[src/rtl/plab4_net_router_adaptive_pkg.sv]
// plab4_net_router_adaptive_pkg: route directions, bubble thresholds and ring hop distance
package plab4_net_router_adaptive_pkg;
   localparam logic [1:0] DIR_PREV = 2'd0;
   localparam logic [1:0] DIR_TERM = 2'd1;
   localparam logic [1:0] DIR_NEXT = 2'd2;
   localparam int BUBBLE_THRU = 1;
   localparam int BUBBLE_INJ = 2;
   function automatic int hop_dist(int dest, int id, int n);
      return ((dest % n) + n - id) % n;
   endfunction
   // equidistant ring traffic keeps its direction; injected traffic picks the emptier side
   function automatic logic [1:0] route_dir(int dest, int id, int n, int port, logic tie_next);
      int fwd;
      fwd = hop_dist(dest, id, n);
      return fwd == 0 ? DIR_TERM : 2 * fwd < n ? DIR_NEXT : 2 * fwd > n ? DIR_PREV :
         port == 0 ? DIR_NEXT : port == 2 ? DIR_PREV : tie_next ? DIR_NEXT : DIR_PREV;
   endfunction
endpackage

[src/rtl/plab4_net_router_adaptive_if.sv]
// plab4_net_router_adaptive_if: val/rdy/msg network port
interface plab4_net_router_adaptive_if #(parameter int W = 22);
   logic val;
   logic rdy;
   logic [W-1:0] msg;
   modport master(output val, msg, input rdy);
   modport slave(input val, msg, output rdy);
endinterface

[src/rtl/plab4_net_router_adaptive_input_queue.sv]
// plab4_net_router_adaptive_input_queue: circular FIFO with registered free-entry count
module plab4_net_router_adaptive_input_queue #(
   parameter int p_depth = 4,
   parameter int p_nbits = 22,
   localparam int c_free_nbits = $clog2(p_depth + 1),
   localparam int c_aw = $clog2(p_depth)
) (
   input  logic clk,
   input  logic reset,
   input  logic enq,
   input  logic [p_nbits-1:0] enq_msg,
   input  logic deq,
   output logic deq_val,
   output logic [p_nbits-1:0] deq_msg,
   output logic [c_free_nbits-1:0] num_free
);
   logic [p_nbits-1:0] mem [p_depth];
   logic [c_aw-1:0] wp, rp;
   assign deq_val = num_free != c_free_nbits'(p_depth);
   assign deq_msg = mem[rp];
   always_ff @(posedge clk)
      if (reset) begin
         wp <= '0;
         rp <= '0;
         num_free <= c_free_nbits'(p_depth);
      end else begin
         if (enq) begin
            mem[wp] <= enq_msg;
            wp <= wp == c_aw'(p_depth - 1) ? '0 : wp + 1'b1;
         end
         if (deq) rp <= rp == c_aw'(p_depth - 1) ? '0 : rp + 1'b1;
         if (enq != deq) num_free <= enq ? num_free - 1'b1 : num_free + 1'b1;
      end
endmodule

[src/rtl/plab4_net_router_adaptive.sv]
// plab4_net_router_adaptive: 3-port ring router with credits, bubble injection and round-robin outputs
module plab4_net_router_adaptive
   import plab4_net_router_adaptive_pkg::*;
#(
   parameter int p_payload_nbits = 8,
   parameter int p_opaque_nbits = 8,
   parameter int p_srcdest_nbits = 3,
   parameter int p_router_id = 0,
   parameter int p_num_routers = 8,
   parameter int p_buf_depth = 4,
   localparam int c_free_nbits = $clog2(p_buf_depth + 1)
) (
   input  logic clk,
   input  logic reset,
   plab4_net_router_adaptive_if.slave in0,
   plab4_net_router_adaptive_if.slave in1,
   plab4_net_router_adaptive_if.slave in2,
   plab4_net_router_adaptive_if.master out0,
   plab4_net_router_adaptive_if.master out1,
   plab4_net_router_adaptive_if.master out2,
   input  logic [c_free_nbits-1:0] num_free_prev,
   input  logic [c_free_nbits-1:0] num_free_next,
   output logic [c_free_nbits-1:0] own_free_in0,
   output logic [c_free_nbits-1:0] own_free_in2
);
   localparam int c_w = p_payload_nbits + p_opaque_nbits + 2 * p_srcdest_nbits;
   logic [2:0] in_val, in_rdy, h_val, deq, out_val, out_rdy, lk;
   logic [c_w-1:0] in_msg [3];
   logic [c_w-1:0] h_msg [3];
   logic [c_free_nbits-1:0] free [3];
   logic [1:0] dir [3];
   logic [1:0] lk_dir [3];
   logic [1:0] ptr [3];
   logic [1:0] gnt [3];
   int j;
   assign in_val = {in2.val, in1.val, in0.val};
   assign in_msg = '{in0.msg, in1.msg, in2.msg};
   assign out_rdy = {out2.rdy, out1.rdy, out0.rdy};
   assign {in2.rdy, in1.rdy, in0.rdy} = in_rdy;
   assign {out2.val, out1.val, out0.val} = out_val;
   assign out0.msg = h_msg[gnt[0]];
   assign out1.msg = h_msg[gnt[1]];
   assign out2.msg = h_msg[gnt[2]];
   assign own_free_in0 = free[0];
   assign own_free_in2 = free[2];
   for (genvar i = 0; i < 3; i++) begin : g_q
      assign in_rdy[i] = free[i] != '0;
      plab4_net_router_adaptive_input_queue #(.p_depth(p_buf_depth), .p_nbits(c_w)) q (
         .clk, .reset, .enq(in_val[i] && in_rdy[i]), .enq_msg(in_msg[i]), .deq(deq[i]),
         .deq_val(h_val[i]), .deq_msg(h_msg[i]), .num_free(free[i])
      );
   end
   // a stalled grant is locked to its input/output so the offered head cannot change
   always_comb begin
      j = 0;
      for (int i = 0; i < 3; i++)
         dir[i] = lk[i] ? lk_dir[i] : route_dir(int'(h_msg[i][c_w-1 -: p_srcdest_nbits]),
            p_router_id, p_num_routers, i, num_free_next >= num_free_prev);
      for (int o = 0; o < 3; o++) begin
         gnt[o] = '0;
         out_val[o] = 1'b0;
         for (int k = 2; k >= 0; k--) begin
            j = (int'(ptr[o]) + k) % 3;
            if (h_val[j] && dir[j] == 2'(o) && (lk[j] || o == 1 ||
                int'(o == 0 ? num_free_prev : num_free_next) >= (j == 1 ? BUBBLE_INJ : BUBBLE_THRU))) begin
               gnt[o] = 2'(j);
               out_val[o] = 1'b1;
            end
         end
         for (int i = 0; i < 3; i++)
            if (h_val[i] && lk[i] && lk_dir[i] == 2'(o)) begin
               gnt[o] = 2'(i);
               out_val[o] = 1'b1;
            end
         if (reset) out_val[o] = 1'b0;
      end
      deq = '0;
      for (int o = 0; o < 3; o++)
         if (out_val[o] && out_rdy[o]) deq[gnt[o]] = 1'b1;
   end
   always_ff @(posedge clk)
      if (reset) begin
         lk <= '0;
         for (int i = 0; i < 3; i++) begin
            lk_dir[i] <= DIR_PREV;
            ptr[i] <= '0;
         end
      end else
         for (int o = 0; o < 3; o++)
            if (out_val[o]) begin
               lk[gnt[o]] <= !out_rdy[o];
               lk_dir[gnt[o]] <= 2'(o);
               if (out_rdy[o]) ptr[o] <= gnt[o] == 2'd2 ? 2'd0 : gnt[o] + 2'd1;
            end
endmodule

[src/flat_wrapper.sv]
// flat-port wrapper written by rule: the top's interface ports become plain ports
module plab4_net_router_adaptive_flat import plab4_net_router_adaptive_pkg::*;
#(
   parameter int p_payload_nbits = 8,
   parameter int p_opaque_nbits = 8,
   parameter int p_srcdest_nbits = 3,
   parameter int p_router_id = 0,
   parameter int p_num_routers = 8,
   parameter int p_buf_depth = 4,
   localparam int c_free_nbits = $clog2(p_buf_depth + 1)
)
  (clk, reset, num_free_prev, num_free_next, own_free_in0, own_free_in2, in0_val, in0_msg, in0_rdy, in1_val, in1_msg, in1_rdy, in2_val, in2_msg, in2_rdy, out0_val, out0_msg, out0_rdy, out1_val, out1_msg, out1_rdy, out2_val, out2_msg, out2_rdy);
  plab4_net_router_adaptive_if #(.W((22))) in0_i ();
  plab4_net_router_adaptive_if #(.W((22))) in1_i ();
  plab4_net_router_adaptive_if #(.W((22))) in2_i ();
  plab4_net_router_adaptive_if #(.W((22))) out0_i ();
  plab4_net_router_adaptive_if #(.W((22))) out1_i ();
  plab4_net_router_adaptive_if #(.W((22))) out2_i ();
  input  logic clk;
  input  logic reset;
  input  logic [c_free_nbits-1:0] num_free_prev;
  input  logic [c_free_nbits-1:0] num_free_next;
  output logic [c_free_nbits-1:0] own_free_in0;
  output logic [c_free_nbits-1:0] own_free_in2;
  input wire logic [$bits(in0_i.val)-1:0] in0_val;
  input wire logic [$bits(in0_i.msg)-1:0] in0_msg;
  output wire logic [$bits(in0_i.rdy)-1:0] in0_rdy;
  input wire logic [$bits(in1_i.val)-1:0] in1_val;
  input wire logic [$bits(in1_i.msg)-1:0] in1_msg;
  output wire logic [$bits(in1_i.rdy)-1:0] in1_rdy;
  input wire logic [$bits(in2_i.val)-1:0] in2_val;
  input wire logic [$bits(in2_i.msg)-1:0] in2_msg;
  output wire logic [$bits(in2_i.rdy)-1:0] in2_rdy;
  output wire logic [$bits(out0_i.val)-1:0] out0_val;
  output wire logic [$bits(out0_i.msg)-1:0] out0_msg;
  input wire logic [$bits(out0_i.rdy)-1:0] out0_rdy;
  output wire logic [$bits(out1_i.val)-1:0] out1_val;
  output wire logic [$bits(out1_i.msg)-1:0] out1_msg;
  input wire logic [$bits(out1_i.rdy)-1:0] out1_rdy;
  output wire logic [$bits(out2_i.val)-1:0] out2_val;
  output wire logic [$bits(out2_i.msg)-1:0] out2_msg;
  input wire logic [$bits(out2_i.rdy)-1:0] out2_rdy;
  assign in0_i.val = in0_val;
  assign in0_i.msg = in0_msg;
  assign in0_rdy = in0_i.rdy;
  assign in1_i.val = in1_val;
  assign in1_i.msg = in1_msg;
  assign in1_rdy = in1_i.rdy;
  assign in2_i.val = in2_val;
  assign in2_i.msg = in2_msg;
  assign in2_rdy = in2_i.rdy;
  assign out0_val = out0_i.val;
  assign out0_msg = out0_i.msg;
  assign out0_i.rdy = out0_rdy;
  assign out1_val = out1_i.val;
  assign out1_msg = out1_i.msg;
  assign out1_i.rdy = out1_rdy;
  assign out2_val = out2_i.val;
  assign out2_msg = out2_i.msg;
  assign out2_i.rdy = out2_rdy;
  plab4_net_router_adaptive #(.p_payload_nbits(p_payload_nbits), .p_opaque_nbits(p_opaque_nbits), .p_srcdest_nbits(p_srcdest_nbits), .p_router_id(p_router_id), .p_num_routers(p_num_routers), .p_buf_depth(p_buf_depth)) u_core (.clk(clk), .reset(reset), .in0(in0_i), .in1(in1_i), .in2(in2_i), .out0(out0_i), .out1(out1_i), .out2(out2_i), .num_free_prev(num_free_prev), .num_free_next(num_free_next), .own_free_in0(own_free_in0), .own_free_in2(own_free_in2));
endmodule
[config.mk]
export PLATFORM = sky130hd
export DESIGN_NAME = plab4_net_router_adaptive_flat
export DESIGN_NICKNAME = d
export VERILOG_FILES = /design/src/rtl/plab4_net_router_adaptive_pkg.sv /design/src/rtl/plab4_net_router_adaptive_if.sv /design/src/rtl/plab4_net_router_adaptive_input_queue.sv /design/src/rtl/plab4_net_router_adaptive.sv /design/src/flat_wrapper.sv
export SDC_FILE = /design/constraint.sdc
export NUM_CORES = 1
export LEC_CHECK = 0
export ABC_AREA = 1
export BUFFER_PORTS_ARGS = -buffer_cell sky130_fd_sc_hd__buf_2
export CAP_MARGIN = 15
export CORE_MARGIN = 1
export CORE_UTILIZATION = 45
export CTS_CLUSTER_SIZE = 14
export DETAILED_ROUTE_END_ITERATION = 10
export PLACE_DENSITY = 0.65
export REMOVE_ABC_BUFFERS = 1
export SLEW_MARGIN = 0
export SYNTH_ARGS = -nofsm -noshare
export SYNTH_HDL_FRONTEND = slang
export SYNTH_SLANG_ARGS = --single-unit
[constraint.sdc]
create_clock -name clk -period 6.25 [get_ports clk]
set_input_delay 0.9375 -clock clk [delete_from_list [all_inputs] [get_ports clk]]
set_output_delay 0.9375 -clock clk [all_outputs]
set_load 0.1 [all_outputs]
Yosys cells after proc, flatten, opt, wreduce, memory -nomap -nowiden. Memories as Yosys holds them, arrays and structs flattened. A register that Yosys moved wholly into a read port is not among the register bits. Index checks and enable logic that the tools add are counted. W data, S select, Z words.

Bits in registers: 24. RAM bits: 276. Output and inout bits: 78. Logic and storage cells: 420. Memories kept: 5.

Memory list: u_core.g_q[0].q.mem (depth 4, width 22, rd ports 1, clocked after memory_dff 1, write ports 1, RTL line plab4_net_router_adaptive_input_queue.sv:17) `logic [p_nbits-1:0] mem [p_depth];`; u_core.g_q[1].q.mem (depth 4, width 22, rd ports 1, clocked after memory_dff 1, write ports 1, RTL line plab4_net_router_adaptive_input_queue.sv:17); u_core.g_q[2].q.mem (depth 4, width 22, rd ports 1, clocked after memory_dff 1, write ports 1, RTL line plab4_net_router_adaptive_input_queue.sv:17); u_core.lk_dir (depth 3, width 2, rd ports 3, clocked after memory_dff 0, write ports 3, RTL line plab4_net_router_adaptive.sv:32) `logic [1:0] lk_dir [3];`; u_core.ptr (depth 3, width 2, rd ports 3, clocked after memory_dff 0, write ports 3, RTL line plab4_net_router_adaptive.sv:33) `logic [1:0] ptr [3];`.

Add/sub/neg operators: 24. Divide/modulo/power cells: 9. Order comparisons: 39. Equality and inequality tests: 33. Multiplexer cells: 217. Bitwise operators: 20. Reductions and logical operators: 63.

Operators by type and width (count): $ge A32 B3 Y1 const B (9); $lt A32 B4 Y1 const B (9); $not A32 Y32 (9); $eq A32 B2 Y1 const B (6); $ge A4 B32 Y1 (6); $mod A32 B3 Y32 const B (6); $mux W2 (78); $bmux W22 S2 (3); $mux W22 (6); $logic_not A32 Y1 (3); $mod A3 B3 Y32 const B (3); $mux W1 (89); $bmux W2 S2 (9); $logic_and A1 B1 Y1 (36); $mux W3 (11); $bmux W1 S2 (15); $eq A2 B2 Y1 const B (15); $add A2 B1 Y2 const B (9); $add A3 B1 Y3 const B (6); $lt A5 B5 Y1 const B (3); $eq A2 B1 Y1 const B (6); $logic_not A2 Y1 (6); $gt A5 B5 Y1 const B (2); $add A2 B1 Y3 const B (3); 19 further kinds (57).

Longest topological paths before layout. Gate-level depths: netlist (run 1).

Word-level depth: 32. Depth in mapped cells: 30. Gate-level depth less buffers: 28.

Hierarchy. A second synthesis (run 1) with hierarchy kept.

Cells, all modules: 1808. Area, all modules: 16555.9 µm².

By module, submodules not included: plab4_net_router_adaptive_input_queue (times used 3, cells each 321, area each 4013.8 µm², seq. area each 2822.7 µm²); plab4_net_router_adaptive (times used 1, cells each 845, area each 4514.3 µm², seq. area each 360.3 µm²).

Worst setup path after synthesis (run 1). No wires, ideal clock.

Kind: register -> output. From: reg (tool-made name). To: out out1_msg[17]. Arrival: 4.914 ns. Required time: 5.312 ns. Slack: 0.398 ns. Stages on the path, launching flop included: 21. Path buffers: 2. Path through: dfxtp_1 -> clkbuf_1 -> clkbuf_1 -> nand2_1 -> a32oi_1 -> inv_1 -> nand2_1 -> inv_1 -> ha_1 -> o21ai_1 -> inv_1 -> or2_1 -> nand3_1 -> nand3b_1 -> a21oi_1 -> nand2_1 -> inv_1 -> a21oi_2 -> o31ai_2 -> a31oi_4 -> o21ai_0.

RTL lines: to (decl) (RTL line flat_wrapper.sv:38) `output wire logic [$bits(out1_i.msg)-1:0] out1_msg;`.

==> results of run 1 <==
==> worst register-to-register path, stage by stage (launching register included) <==
cell and delay (ns):
sky130_fd_sc_hd__dfxtp_1 0.34, sky130_fd_sc_hd__buf_4 0.41, sky130_fd_sc_hd__nand2_1 0.13, sky130_fd_sc_hd__a32oi_1 0.33, sky130_fd_sc_hd__inv_1 0.10, sky130_fd_sc_hd__nand2_1 0.09, sky130_fd_sc_hd__inv_1 0.04, sky130_fd_sc_hd__ha_1 0.29
sky130_fd_sc_hd__o21ai_1 0.16, sky130_fd_sc_hd__inv_1 0.08, sky130_fd_sc_hd__or2_1 0.24, sky130_fd_sc_hd__nand3_1 0.08, sky130_fd_sc_hd__nand3b_1 0.08, sky130_fd_sc_hd__a21oi_1 0.16, sky130_fd_sc_hd__nand2_1 0.11, sky130_fd_sc_hd__inv_1 0.11
sky130_fd_sc_hd__a21oi_1 0.08, sky130_fd_sc_hd__o21ai_1 0.10, sky130_fd_sc_hd__nand2_1 0.21, sky130_fd_sc_hd__nand2_2 0.18, sky130_fd_sc_hd__inv_1 0.08, sky130_fd_sc_hd__ha_1 0.24, sky130_fd_sc_hd__nand4_1 0.28, sky130_fd_sc_hd__nand3_2 0.23
sky130_fd_sc_hd__nand2_2 0.11, sky130_fd_sc_hd__nand2_1 0.08, sky130_fd_sc_hd__nor2_1 0.09, sky130_fd_sc_hd__nor2_1 0.05
==> worst max-delay path by stage <==
stage | from | to | cells after the start
CTS | register | out1_msg[16] | 22
detailed placement | register | out1_msg[16] | 23
floorplan | register | out0_msg[16] | 22
global route | register | out2_msg[19] | 24
global placement | num_free_prev[2] | out2_msg[19] | 22
finish | register | out1_msg[16] | 22
==> cell usage in the layout (no fill, tap or decap), types with 37 or more instances in the layout <==
cell,netlist,routed
sky130_fd_sc_hd__buf_2,16,92
sky130_fd_sc_hd__inv_1,113,113
sky130_fd_sc_hd__nor2_1,137,125
sky130_fd_sc_hd__o211ai_1,49,49
sky130_fd_sc_hd__nand2_1,391,391
sky130_fd_sc_hd__nand3_1,59,59
sky130_fd_sc_hd__o21ai_0,126,126
sky130_fd_sc_hd__buf_12,0,65
sky130_fd_sc_hd__o22ai_1,37,37
sky130_fd_sc_hd__ha_1,50,50
sky130_fd_sc_hd__edfxtp_1,270,270
sky130_fd_sc_hd__a21oi_1,73,73
==> registers in the layout, summed over array words and instances, names as in the netlist, named ones only <==
| name | flops |
|---|---|
| u_core.lk | 3 |
| u_core.ptr | 6 |
| u_core.g_q.q.num_free | 9 |
| u_core.g_q.q.wp | 6 |
| u_core.lk_dir | 6 |
| u_core.g_q.q.mem | 264 |
| u_core.g_q.q.rp | 6 |
==> final cells by class <==
cell class / instances / area [um2]
well taps: 448 / 561
fillers: 2899 / 15000
clock buffers: 39 / 826
clock inverters: 17 / 219
diodes: 6 / 15.0
inverters: 131 / 502
flip-flops and latches: 306 / 8830
multi-input cells: 1074 / 5750
repair buffers: 183 / 1960
==> stage by stage <==
step / util, % / setup WS [ns] / hold slack [ns] / TNS, ns
finish: 55.4 / 0.632 / 0.464 / 0
global route: 55.3 / 0.216 / 0.497 / 0
CTS: 55.3 / 0.690 / 0.464 / 0
detailed placement: 52.2 / 1.33 / 0.457 / 0
global placement: 52.2 / 1.33 / 0.452 / 0
floorplan: - / -0.814 / 0.439 / -1.90
==> metal layers <==
layer | track usage [%] | share of wire (%)
met2 | 38.7 | 48
met4 | 8.54 | 3.4
met5 | 0 | 0.031
met3 | 3.48 | 6.6
met1 | 31.4 | 42
==> kinds of logic (layout without fill, tap and decap cells) <==
| logic type | after synthesis | after routing | synth area share (%) |
|---|---|---|---|
| adders and majority gates | 53 | 53 | 4.43 |
| muxes | 1 | 1 | 0.0646 |
| AOI/OAI and AO/OA | 356 | 356 | 13.9 |
| DFF | 306 | 306 | 57.0 |
| other | 0 | 6 | 0 |
| xor gates and xnor gates | 6 | 6 | 0.339 |
| and+or+nand+nor | 658 | 658 | 18.2 |
| buffers and inverters | 212 | 370 | 6.06 |
==> impl_metrics.tcl, run 1 <==
set metrics [dict create \
    outcome "finished, final reports clean" \
    stdcell_area_um2 18700 \
    endpoint_of_the_lowest_slack_register_to_register_path "u_core.g_q[1].q.num_free[1]" \
    routed_wirelength_um 42400 \
    groute.usage.overall_pct 23.4 \
    maxClockFrequency_mhz 178 \
    die_area_um2 35200 \
    layoutNonFillerInstCount 2204 \
    grt_max_degree 46 \
    count_of_distinct_cell_types_in_the_synthesized_netlist 55 \
    worst_skew_pair.late_latency_ns 0.55 \
    global_route_wire_length_before_repair_um 64100 \
    r2r_setup_slack_ns 1.68 \
    ff_to_ff_path_depth 27 \
    critPathMaxStageDelay_ns 0.46 \
    final-hold-violation-count 0 \
    path_max_fanout 44 \
    timing.critical_path.slowest_stage_cell "sky130_fd_sc_hd__buf_2" \
    cts_htree_levels 1 \
    gp_congestion 0.930 \
    dr.pass1.iters 5 \
    worstPathRequired_ns 5.31 \
    first_global_vias 11286 \
    synth-seq-cells 306 \
    synthArstFlopShare_pct 0 \
    drive_gt1_share_pct 17.5 \
    cts.clk_slew.worst_paths_ns 0.06 \
    cts_repair_resize_count 0 \
    synth.yosys.warnings 0 \
    post-synth-top-count-cell "sky130_fd_sc_hd__nand2_1" \
    setup_violations 0 \
    global_route.overflow_total 0 \
    worstPathArrival_ns 4.68 \
    cp-end-kind "primary output" \
    cts_hold_buf 0 \
    cts.path.max_buffers 3 \
    core_area_um2 33700 \
    numCtsBuffers 31 \
    drt-wirelength-per-cell_um 19.2 \
    min_period_over_period_pct 89.9 \
    initial_core_util_pct 46.0 \
    cts.repair_timing.setup_buffer_count 0 \
    timing.max_cap.violations 0 \
    synth_largest_area_cell "sky130_fd_sc_hd__edfxtp_1" \
    residual_antenna_violating_net_count_after_detailed_routing 0 \
    timing.critical_path.cells "buf_4 -> nand2_1 -> a32oi_1 -> inv_1 -> nand2_1 -> inv_1 -> ha_1 -> o21ai_1 -> inv_1 -> or2_1 -> nand3_1 -> nand3b_1 -> a21oi_1 -> nand2_1 -> inv_1 -> a21oi_2 -> o31ai_2 -> a31oi_4 -> inv_4 -> nand2_1 -> nand2_1 -> buf_2" \
    ys.flop_type "sky130_fd_sc_hd__edfxtp_1" \
    synth_common_cells "391 x sky130_fd_sc_hd__nand2_1, 270 x sky130_fd_sc_hd__edfxtp_1, 137 x sky130_fd_sc_hd__nor2_1" \
    routed-via-count 12100 \
    dpl.hpwl_um 29100 \
    slew_viol_final 0 \
    synth-edff-count 270 \
    synth.cell_area_um2 15500 \
    die_height_um 188 \
    io_pins 158 \
    actual_transition_at_the_worst_max_transition_pin_ns 0.810 \
    post-route-min-period_ns 5.62 \
    die_width_um 188 \
    io_buffers 157 \
    row_count 67 \
    max_slew_margin_pct 45.9 \
    critical_path_class "register to primary output" \
    hold_path_depth 2 \
    route.detailed.drc 0 \
    numClockSinks 306 \
    hold_path_class "register to register" \
    critical-path-top-cell-by-count "sky130_fd_sc_hd__nand2_1" \
    syn_inst 1592 \
    critPathTopFamily "buffers and inverters" \
    min_to "u_core.lk_dir[0][0]" \
    cts.root.buffer_cell "sky130_fd_sc_hd__clkbuf_16" \
    synth_area_per_cell_um2 9.73 \
    drt-initial-drc-count 1288 \
    seq_area_frac_synth_pct 57.0 \
    min-delay-start "u_core.lk_dir[0][0]" \
    placed_area_um2 17600 \
    biggest_area_contributors_in_the_synthesized_netlist "sky130_fd_sc_hd__edfxtp_1 52%, sky130_fd_sc_hd__nand2_1 9.5%, sky130_fd_sc_hd__dfxtp_1 4.7%" \
    grt_setup_unrepaired "false" \
    area.growth.synth_to_final_pct 20.5 \
    dp_cells 2142 \
    worstPathBufferInverterCount 7 \
    tritoncts "built" \
    clock_skew_ns 0.0108 \
    routed_via_density 5.49 \
    crit_path_start_kind "register" \
    synth.top_cell.area_share_pct 52.4 \
    grt_antenna_before_repair 5 \
    final_net_count 1860 \
]
Power of run 1 is not shown: default switching activity piles up to over one toggle a cycle in this logic, so the estimate is an artifact.
==> run 2: changes to the inputs <==
==> constraint.sdc (replaced) <==
create_clock -name clk -period 6.25 [get_ports clk]
set_input_delay 1.875 -clock clk [delete_from_list [all_inputs] [get_ports clk]]
set_output_delay 1.875 -clock clk [all_outputs]
set_load 0.1 [all_outputs]
==> impl_metrics.tcl, run 2 (synthesis results as in run 1) <==
set metrics [dict create \
    area.growth.synth_to_final_pct 29.9 \
    gp_congestion 0.951 \
    clock_skew_ns 0.0209 \
    io_pins 158 \
    timing.critical_path.cells "buf_8 -> inv_4 -> ha_4 -> nand2_2 -> o211ai_1 -> nand3_1 -> nand2_1 -> nand2_2 -> nand2_4 -> nand2_2 -> nand2_2 -> nand3_4 -> buf_4 -> o211ai_2 -> nand3_4 -> nand2_8 -> clkbuf_16 -> nand2_2 -> o211ai_1 -> nand2_1 -> buf_12" \
    final_net_count 1922 \
    die_area_um2 35200 \
    timing.critical_path.slowest_stage_cell "sky130_fd_sc_hd__ha_4" \
    row_count 67 \
    routed-via-count 12949 \
    dr.pass1.iters 7 \
    largest_reg_flops 264 \
    final_util_pct 59.7 \
    drive_gt1_share_pct 24.6 \
    min_period_over_period_pct 101 \
    outcome "complete, but fails checks" \
    grt_setup_unrepaired "true" \
    tritoncts "built" \
    cts_hold_buf 0 \
    mostFrequentLayoutCells "350 x sky130_fd_sc_hd__nand2_1, 270 x sky130_fd_sc_hd__edfxtp_1, 123 x sky130_fd_sc_hd__nor2_1" \
    setup_violations 6 \
    numCtsBuffers 34 \
    violations "setup timing" \
    top_register "u_core.g_q.q.mem" \
    post-route-min-period_ns 6.29 \
    groute.usage.overall_pct 24.0 \
    timing.max_cap.violations 0 \
    drt-wirelength-per-cell_um 20.4 \
    residual_antenna_violating_net_count_after_detailed_routing 0 \
    reg_top3 "u_core.g_q.q.mem x264, u_core.g_q.q.num_free x9" \
    cp-end-kind "primary output" \
    post-route-worst-setup-slack_ns -0.0384 \
    worstPathArrival_ns 4.41 \
    holdWs_ns 0.467 \
    die_height_um 188 \
    die_width_um 188 \
    cts.root.buffer_cell "sky130_fd_sc_hd__clkbuf_16" \
    maxClockFrequency_mhz 159 \
    hold_path_class "register to register" \
    critPathMaxStageDelay_ns 0.27 \
    critical-path-top-cell-by-count "sky130_fd_sc_hd__nand2_2" \
    cts_htree_levels 2 \
    grt_antenna_before_repair 5 \
    crit_path_start_kind "input pin" \
    initial_core_util_pct 46.0 \
    numClockSinks 306 \
    dp_cells 2164 \
    global_route.overflow_total 0 \
    routed_via_density 5.72 \
    cts.clk_slew.worst_paths_ns 0.05 \
    critPathTopFamily "simple AND/OR/NAND/NOR gates" \
    final-hold-violation-count 0 \
    routed_wirelength_um 46200 \
    max_slew_margin_pct 45.7 \
    setup-tns-final_ns -0.106 \
    cts.path.max_buffers 3 \
    first_global_vias 11563 \
    layoutNonFillerInstCount 2264 \
    io_buffers 157 \
    route.detailed.drc 0 \
    drt-initial-drc-count 1399 \
    dpl.hpwl_um 29300 \
    slew_viol_final 0 \
    worst_skew_pair.late_latency_ns 0.52 \
    core_area_um2 33700 \
    worstPathRequired_ns 4.38 \
    actual_transition_at_the_worst_max_transition_pin_ns 0.814 \
    worstPathBufferInverterCount 5 \
    layout.cells.most_common "sky130_fd_sc_hd__nand2_1" \
    critical_path_class "input pin to primary output" \
    path_max_fanout 8 \
    global_route_wire_length_before_repair_um 65400 \
    grt_max_degree 45 \
]
==> run 2: per-stage QoR <==
| step | area [um2] | worst slack [ns] |
|---|---|---|
| 5_1_grt | 20100 | -0.176 |
| 3_3_place_gp | 17900 | 0.0255 |
| 4_1_cts | 19200 | -0.000338 |
| 2_1_floorplan | 15100 | -1.75 |
| 3_5_place_dp | 17900 | -0.0104 |
| 6_report | 20100 | -0.0384 |
==> run 2: final timing paths <==
check / start / cells past startpoint / slack, ns / end
setup / recovery: num_free_prev[2] / 21 / -0.04 / out2_msg[7]
hold / removal: u_core.lk_dir[0][0] / 2 / 0.47 / u_core.lk_dir[0][0]
setup reg to reg: register / 25 / 1.99 / u_core.g_q[1].q.num_free[0]
hold reg to reg: u_core.lk_dir[0][0] / 2 / 0.47 / u_core.lk_dir[0][0]
==> run 2: cell type report <==
cell class	instances	area [um2]
clock buffers	41	908
inverters	131	531
fillers	2739	13600
clock inverters	20	199
diodes	2	5.00
multi-input cells	1075	6180
well taps	448	561
flip-flops and latches	306	8830
repair buffers	241	2900
==> run 2: tightest hold or removal path: stages (launching register included) <==
cell,delay [ns]
sky130_fd_sc_hd__dfxtp_1,0.31
sky130_fd_sc_hd__nand2_1,0.06
sky130_fd_sc_hd__a21oi_1,0.05
==> run 2: per-layer routing <==
metal | global-route usage [%] | up-vias | share of wire [%]
li1 | - | 5972 | -
met1 | 31.6 | 6194 | 40
met2 | 39.8 | 645 | 48
met3 | 4.34 | 132 | 8.7
met4 | 8.51 | 6 | 3.9
met5 | 0 | - | 0.089
==> run 2: repair_timing <==
| action | in CTS | in global routing |
|---|---|---|
| buffers inserted | 6 | 14 |
| resized for setup | 13 | 126 |
| setup endpoints to repair | 33 | 66 |
| pin swaps | 4 | 80 |
| gates cloned | 1 | 16 |
Power of run 2 is left out for the same reason.
==> run 3: changes to the inputs <==
--- a/config.mk
+++ b/config.mk
@@ -12,7 +12,7 @@
 export CORE_UTILIZATION = 45
 export CTS_CLUSTER_SIZE = 14
 export DETAILED_ROUTE_END_ITERATION = 10
-export PLACE_DENSITY = 0.65
+export PLACE_DENSITY = 0.67
 export REMOVE_ABC_BUFFERS = 1
 export SLEW_MARGIN = 0
 export SYNTH_ARGS = -nofsm -noshare
==> constraint.sdc (replaced) <==
create_clock -name clk -period 5.7 [get_ports clk]
set_input_delay 1.71 -clock clk [delete_from_list [all_inputs] [get_ports clk]]
set_output_delay 1.71 -clock clk [all_outputs]
set_load 0.1 [all_outputs]
==> impl_metrics.tcl, run 3 (synthesis results as in run 1) <==
set metrics [dict create \
    outcome "complete, but fails checks" \
    violations "setup timing" \
    critPathTopFamily "simple AND/OR/NAND/NOR gates" \
    layoutNonFillerInstCount 2280 \
    worstPathRequired_ns 3.99 \
    core_area_um2 33700 \
    worstPathBufferInverterCount 6 \
    layout.cells.most_common "sky130_fd_sc_hd__nand2_1" \
    routed-via-count 12637 \
    die_width_um 188 \
    global_route.overflow_total 0 \
    global_route_wire_length_before_repair_um 65300 \
    die_height_um 188 \
    min_period_over_period_pct 104 \
    path_max_fanout 7 \
    setup-tns-final_ns -7.87 \
    dr.pass1.iters 7 \
    numCtsBuffers 29 \
    final-hold-violation-count 0 \
    worstPathArrival_ns 4.21 \
    actual_transition_at_the_worst_max_transition_pin_ns 0.680 \
    row_count 67 \
    groute.usage.overall_pct 23.7 \
    slew_viol_final 0 \
    grt_antenna_before_repair 9 \
    drt-wirelength-per-cell_um 19.0 \
    placement.setup.worst_slack_ns -0.294 \
    grt_setup_unrepaired "true" \
    dpl.hpwl_um 29800 \
    mostFrequentLayoutCells "368 x sky130_fd_sc_hd__nand2_1, 270 x sky130_fd_sc_hd__edfxtp_1, 124 x sky130_fd_sc_hd__nor2_1" \
    drt-initial-drc-count 1153 \
    timing.critical_path.slowest_stage_cell "sky130_fd_sc_hd__o211ai_1" \
    route.detailed.drc 0 \
    worst_skew_pair.late_latency_ns 0.55 \
    timing.max_cap.violations 0 \
    first_global_vias 11844 \
    io_pins 158 \
    area.sequential_um2 8830 \
    grt_max_degree 45 \
    multi_input_area_um2 6070 \
    clock_skew_ns 0.0179 \
    cp-end-kind "primary output" \
    final_net_count 1937 \
    maxClockFrequency_mhz 169 \
    routed_via_density 5.54 \
    setup_violations 46 \
    post-route-worst-setup-slack_ns -0.224 \
    critPathMaxStageDelay_ns 0.33 \
    top_register "u_core.g_q.q.mem" \
    critical-path-top-cell-by-count "sky130_fd_sc_hd__nand2_2" \
    dp_cells 2195 \
    tritoncts "built" \
    residual_antenna_violating_net_count_after_detailed_routing 0 \
    cts.clk_slew.worst_paths_ns 0.07 \
    gp_congestion 0.902 \
    crit_path_start_kind "input pin" \
    cts_htree_levels 1 \
    number_of_inserted_filler_cells_in_the_final_layout 2773 \
    timing.critical_path.cells "buf_8 -> inv_4 -> ha_4 -> a21oi_2 -> o211ai_1 -> nand3_1 -> nand2_1 -> nand2_2 -> buf_4 -> nand4_1 -> nand2_1 -> nand3_2 -> nand2_2 -> inv_2 -> nand2_1 -> nand3_1 -> nand2_2 -> nand2_4 -> buf_6 -> o211ai_1 -> nand2_2 -> buf_12" \
    post-route-min-period_ns 5.92 \
    max_slew_margin_pct 54.7 \
    io_buffers 157 \
    r2r_setup_slack_ns 1.61 \
    final_util_pct 58.6 \
    cts.path.max_buffers 3 \
    drive_gt1_share_pct 24.3 \
    area.growth.synth_to_final_pct 27.4 \
    routed_wirelength_um 43300 \
    largest_reg_flops 264 \
    reg_top3 "u_core.g_q.q.mem x264, u_core.g_q.q.num_free x9" \
    cts_hold_buf 0 \
    initial_core_util_pct 46.0 \
    numClockSinks 306 \
    hold_path_class "register to register" \
    die_area_um2 35200 \
    cts.root.buffer_cell "sky130_fd_sc_hd__clkbuf_16" \
    critical_path_class "input pin to primary output" \
]
[run 3: cell count changes in the layout (fill, tap and decap cells not counted), moves of 5 or more]
cell / delta
sky130_fd_sc_hd__diode_2: +5
sky130_fd_sc_hd__clkinv_1: -6
sky130_fd_sc_hd__clkbuf_16: -17
sky130_fd_sc_hd__nand2_1: +18
sky130_fd_sc_hd__buf_4: +34
sky130_fd_sc_hd__nand2_2: -17
[run 3: final timing paths]
check                       from                     endpoint  cells after the start
max             num_free_prev[2]                 out0_msg[17]                     22
min          u_core.lk_dir[0][0]          u_core.lk_dir[0][0]                      2
max reg2reg     u_core.ptr[0][0]  u_core.g_q[1].q.num_free[2]                     22
min reg2reg  u_core.lk_dir[0][0]          u_core.lk_dir[0][0]                      2
[run 3: layout make-up]
cell class / instances / share of cell area [%]
well taps: 448 / 2.84
inverters: 131 / 2.62
flip-flops and latches: 306 / 44.8
multi-input cells: 1074 / 30.8
clock inverters: 10 / 0.393
clock buffers: 42 / 4.13
diodes: 7 / 0.0888
repair buffers: 262 / 14.4
[run 3: routing by layer]
| layer | vias to the layer above | global-route usage, % | routed length, um |
|---|---|---|---|
| met2 | 460 | 38.6 | 20600 |
| li1 | 5995 | - | - |
| met5 | - | 0 | 38 |
| met4 | 6 | 11.3 | 1880 |
| met3 | 94 | 3.72 | 2810 |
| met1 | 6082 | 31.2 | 18000 |
[run 3: through the flow]
| stage | hold slack [ns] | cell area [um2] |
|---|---|---|
| after floorplan | 0.439 | 15100 |
| after global placement | 0.450 | 18100 |
| after detailed placement | 0.467 | 18100 |
| after CTS | 0.485 | 19500 |
| after global routing | 0.505 | 19700 |
| final | 0.487 | 19700 |
[run 3: timing repair]
item	in CTS	in global routing
hold endpoints to repair	0	0
gates resized for setup	73	60
setup buffers	22	4
setup endpoints to repair	66	66
gates cloned	2	0
pin swaps	33	53
[run 3: worst reg2reg max path, stage by stage (launching register included)]
cell and delay [ns]:
sky130_fd_sc_hd__edfxtp_1 0.43, sky130_fd_sc_hd__inv_1 0.09, sky130_fd_sc_hd__ha_1 0.44, sky130_fd_sc_hd__inv_1 0.24, sky130_fd_sc_hd__ha_1 0.34, sky130_fd_sc_hd__o21ai_0 0.11
sky130_fd_sc_hd__a311oi_2 0.36, sky130_fd_sc_hd__nand3_2 0.15, sky130_fd_sc_hd__o21ai_1 0.11, sky130_fd_sc_hd__o21ai_1 0.11, sky130_fd_sc_hd__nand2_1 0.10, sky130_fd_sc_hd__nand2_2 0.08
sky130_fd_sc_hd__nand2_4 0.15, sky130_fd_sc_hd__inv_6 0.07, sky130_fd_sc_hd__buf_4 0.13, sky130_fd_sc_hd__buf_4 0.13, sky130_fd_sc_hd__ha_1 0.23, sky130_fd_sc_hd__nand4_2 0.16
sky130_fd_sc_hd__nand3_2 0.16, sky130_fd_sc_hd__nand2_2 0.11, sky130_fd_sc_hd__nand2_1 0.10, sky130_fd_sc_hd__nand2_1 0.08, sky130_fd_sc_hd__nand3_1 0.07
Power of run 3 is left out for the same reason.
